<file path="config.mk">
export PLATFORM = sky130hd
export DESIGN_NAME = reg_file_scoreboard
export DESIGN_NICKNAME = d
export VERILOG_FILES = /design/src/rtl/reg_file_scoreboard.sv
export SDC_FILE = /design/constraint.sdc
export NUM_CORES = 2
export LEC_CHECK = 0
export BUFFER_PORTS_ARGS = -buffer_cell sky130_fd_sc_hd__buf_2
export CAP_MARGIN = 5
export CORE_UTILIZATION = 54
export DETAILED_ROUTE_END_ITERATION = 8
export PLACE_DENSITY = 0.68
export SLEW_MARGIN = 30
export SYNTH_ARGS = -nofsm -noshare
export SYNTH_HDL_FRONTEND = slang
export SYNTH_SLANG_ARGS = --single-unit
</file>
<file path="constraint.sdc">
create_clock -name clk -period 2.9 [get_ports clk]
set_input_delay 0.435 -clock clk [delete_from_list [all_inputs] [get_ports clk]]
set_output_delay 0.435 -clock clk [all_outputs]
set_load 0.05 [all_outputs]
</file>
<file path="src/rtl/reg_file_scoreboard.sv">
// Register file with two combinational read ports, one falling-edge write port
// and a per-register busy scoreboard that reports operand readiness to issue.
module reg_file_scoreboard #(
   parameter int DATA_W   = 32,
   parameter int ADDR_W   = 5,
   parameter bit CHECK_EN = 1'b1
) (
   input  logic                   clk,
   input  logic                   reset,
   input  logic [ADDR_W-1:0]      rd_addr_a,
   output logic [DATA_W-1:0]      rd_data_a,
   output logic                   rd_ready_a,
   input  logic [ADDR_W-1:0]      rd_addr_b,
   output logic [DATA_W-1:0]      rd_data_b,
   output logic                   rd_ready_b,
   input  logic                   wr_en,
   input  logic [ADDR_W-1:0]      wr_addr,
   input  logic [DATA_W-1:0]      wr_data,
   input  logic                   rsv_en,
   input  logic [ADDR_W-1:0]      rsv_addr,
   input  logic                   flush,
   output logic [(2**ADDR_W)-1:0] busy_vec,
   output logic                   err_orphan
);

   localparam int NREG = 2**ADDR_W;

   logic [DATA_W-1:0] regs_q [NREG];
   logic [NREG-1:0]   busy_q, busy_d;
   logic              wr_ok, rsv_ok;

   // Register 0 is hardwired: writes and reservations aimed at it are dropped.
   assign wr_ok  = wr_en  && (wr_addr  != '0);
   assign rsv_ok = rsv_en && (rsv_addr != '0);

   // NOTE: the storage array is reset like any other flop because the cleared
   // file must be visible on the read ports while reset is held.
   always_ff @(negedge clk or negedge reset) begin
      if (!reset) begin
         for (int i = 0; i < NREG; i++) begin
            regs_q[i] <= '0;
         end
      end else if (wr_ok) begin
         // NOTE: sequential state uses non-blocking assignments so every flop
         // samples pre-edge values regardless of process ordering.
         regs_q[wr_addr] <= wr_data;
      end
   end

   // Priority: flush clears everything, a write clears its entry, and a
   // reservation sets its entry last so it wins over both.
   always_comb begin
      // NOTE: start from a full default so no path leaves busy_d unassigned
      // and no latch is inferred.
      busy_d = busy_q;
      if (flush) begin
         busy_d = '0;
      end else if (wr_ok) begin
         busy_d[wr_addr] = 1'b0;
      end
      if (rsv_ok) begin
         busy_d[rsv_addr] = 1'b1;
      end
      busy_d[0] = 1'b0;
   end

   always_ff @(negedge clk or negedge reset) begin
      if (!reset) begin
         busy_q <= '0;
      end else begin
         busy_q <= busy_d;
      end
   end

   generate
      if (CHECK_EN) begin : g_orphan
         logic err_q, err_d;

         // A writeback nobody reserved points to lost tracking in issue logic;
         // a flush legitimately drops reservations, so its writes are exempt.
         always_comb begin
            err_d = err_q;
            if (wr_ok && !busy_q[wr_addr] && !flush) begin
               err_d = 1'b1;
            end
         end

         always_ff @(negedge clk or negedge reset) begin
            if (!reset) begin
               err_q <= 1'b0;
            end else begin
               err_q <= err_d;
            end
         end

         assign err_orphan = err_q;
      end else begin : g_no_orphan
         assign err_orphan = 1'b0;
      end
   endgenerate

   assign rd_data_a  = (rd_addr_a == '0) ? '0 : regs_q[rd_addr_a];
   assign rd_data_b  = (rd_addr_b == '0) ? '0 : regs_q[rd_addr_b];
   assign rd_ready_a = !busy_q[rd_addr_a];
   assign rd_ready_b = !busy_q[rd_addr_b];
   assign busy_vec   = busy_q;

endmodule

</file>
==> metrics <==
hold buffer count at CTS=0; placed instance count=5,185; failing checks=negative setup slack; # clock sinks=1,056; commonest non-fill, non-tap cell in the layout=dfrtn_1; GRT Residual Overflow=0; hold crit path type=flip-flop to flip-flop; ranking of synthesized cells by area=dfrtn_1 47%, mux4_2 27%, mux2_2 20%; # DRC=0; vias in the first global route=39,900; worst reg-to-reg path cell count=7; crit end category=output port; Max Slew Vio Count=0; Rows=117; Post-Syn Instances=3,476; sequential area share after synthesis=47.1%; layout cells sized above 1=70.2%; WS Path Type=flip-flop to output port; Setup violations, final=99; Root Driver=clkbuf_16; CTS Buffer Depth=3; Worst Setup EP=rd_ready_a; Critical Path RT=2470 ps; WL/cell=33.6 um; area of the mapped netlist=0.0561 mm^2; PortBufs=154; Final Cell Area=0.0716 mm^2; YS warnings=0; Lkg Pwr=0.0315 uW; CP startpoint=busy_vec[23]; die area=0.105 mm^2; Avg Cell Area, Syn=16.1 um^2; Max-slew headroom=56.7%; die height=324 um; Worst-Margin Slew=649 ps; most frequent cells in the layout=1,056 x dfrtn_1, 696 x mux2_2, 663 x mux4_2; Area after DPL=0.0654 mm^2; Max VDD drop=0.618 mV; die width=324 um; Clock Skew=11.3 ps; Critical Path Source Type=flip-flop; drt via density=6.72; nets@finish=4,094; RSZ-0062 raised after global routing=yes; Hold Vio Cnt, Final=0; Power Dens Cells=675 mW/mm^2; worst-path fanout max=5; initial antenna violation count=7; via count=37,000; Netlist cell types=35; syn_nets=3,533; Worst R2R Setup Slack=1040 ps; CTS clk-pin slew, worst paths=50 ps; Routed Antenna Nets=0; clk_lat worst skew=670 ps; GP Congestion=0.918; outcome=complete, but fails checks; RR Startpoint=busy_vec[8]; maximum number of pins on one net before global-route repair=61; fin worst setup slack=-1460 ps; total CTS buffers=115; cell taking the most area after synthesis=dfrtn_1; Initial Util=54.8%; fillers=6,486; CTS tree=built; Worst Path Arrival=3920 ps; Synth Register Bits=1,056; Max Cap Viol=0; Layout Cells excl Fill=5,509; first-pass GRT wire length=272,000 um; Yosys top cell area share=47.1%; DRT iter0 DRCs=3,236; overall routing resource usage=36.0%; final hold slack=338 ps; Initial DRT Pass Iterations=5; Reg2Reg Capture Point=err_orphan; final wirelength=185,000 um; total core area=0.102 mm^2; Max H-tree Level=3; Synth-to-Final Area Change=27.6%; IO Count=156; hpwl dp=115,000 um
## power by group
group          switching [uW]  internal (uW)
Combinational            5100           7740
Clock                    6380           9240
Sequential               2100          17700
## through the flow
stage | setup TNS [ps] | util [%] | worst slack (ps) | power (uW)
after floorplan | -428210 | - | -914 | 27800
after global placement | -681800 | 63.9 | -805 | 31200
after detailed placement | -703590 | 63.9 | -818 | 31900
after CTS | -102770 | 69.5 | -1430 | 48200
after global routing | -105160 | 69.9 | -1460 | 50000
final | -101040 | 69.9 | -1460 | 48300
## routing by layer
| metal | vias to the layer above | track usage (%) | wire length, um |
|---|---|---|---|
| li1 | 14600 | - | - |
| met1 | 20400 | 49.4 | 73800 |
| met2 | 1640 | 56.5 | 89000 |
| met3 | 410 | 8.14 | 14600 |
| met4 | 10 | 13.7 | 7450 |
| met5 | - | 0 | 68 |
## cell type report
cell class	count	area [um^2]	share of cell area, %
Tap cell	1368	1710	2.39
Antenna cell	5	12.5	0.0175
Clock inverter	46	648	0.906
Clock buffer	170	3380	4.73
Multi-Input combinational cell	1925	29900	41.8
Timing Repair Buffer	854	9110	12.7
Sequential cell	1056	26400	36.9
Inverter	85	323	0.451
## state kept, by name, indices dropped and copies added (netlist names)
name        cells
err_orphan      1
busy_vec       31
regs_q       1024
## kinds of logic after synthesis
family,count (synthesis),share of synthesized area [%]
compound gates,104,1.08
buf+inv,495,3.73
flops,1056,47.1
mux,1669,46.8
other cells,1,0.00669
simple gates,151,1.24
## synth_stat cells
library cell and count:
conb_1 1, nor3b_1 1, or4_1 3, inv_1 84
o21ai_1 37, buf_4 5, a211oi_1 2, nand3b_1 2
or3_1 1, clkinv_1 1, mux4_2 663, nor3_1 1
nor2_1 17, o2111ai_1 1, buf_1 9, buf_6 2
mux2_2 994, nand2_1 73, clkbuf_1 233, o32ai_1 15
a21oi_1 1, dfrtn_1 1056, a311o_1 1, mux2i_1 12
nand2b_1 7, nor2b_1 6, nand3_1 29, nand4_1 5
o41ai_1 3, o22ai_1 1, o21ai_0 43, buf_2 161
nor4bb_1 1, or2_2 4, or3b_2 1
## worst min-delay path by stage
stage	start	end	slack, ps	depth (start not counted)
floorplan	regs_q[1000]	regs_q[1000]	400	1
CTS	regs_q[1002]	regs_q[1002]	340	0
global route	regs_q[1015]	regs_q[1015]	350	0
global placement	regs_q[1009]	regs_q[1009]	340	0
finish	regs_q[1022]	regs_q[1022]	340	0
detailed placement	regs_q[1000]	regs_q[1000]	340	0
## worst max-delay path, stage by stage, from the launching register on
cell and delay (ps):
dfrtn_1 410, mux4_2 490, mux4_2 520, mux2i_4 190
buf_6 180
## repair_timing
item / in CTS / in global routing
cloned: 7 / 3
buffers inserted: 67 / 52
gates resized for setup: 332 / 49
endpoints found under the setup margin: 463 / 220
pin swaps: 6 / 6
hold endpoints to repair: 0 / 0
No activity file was read; power rests on OpenSTA's default activity.
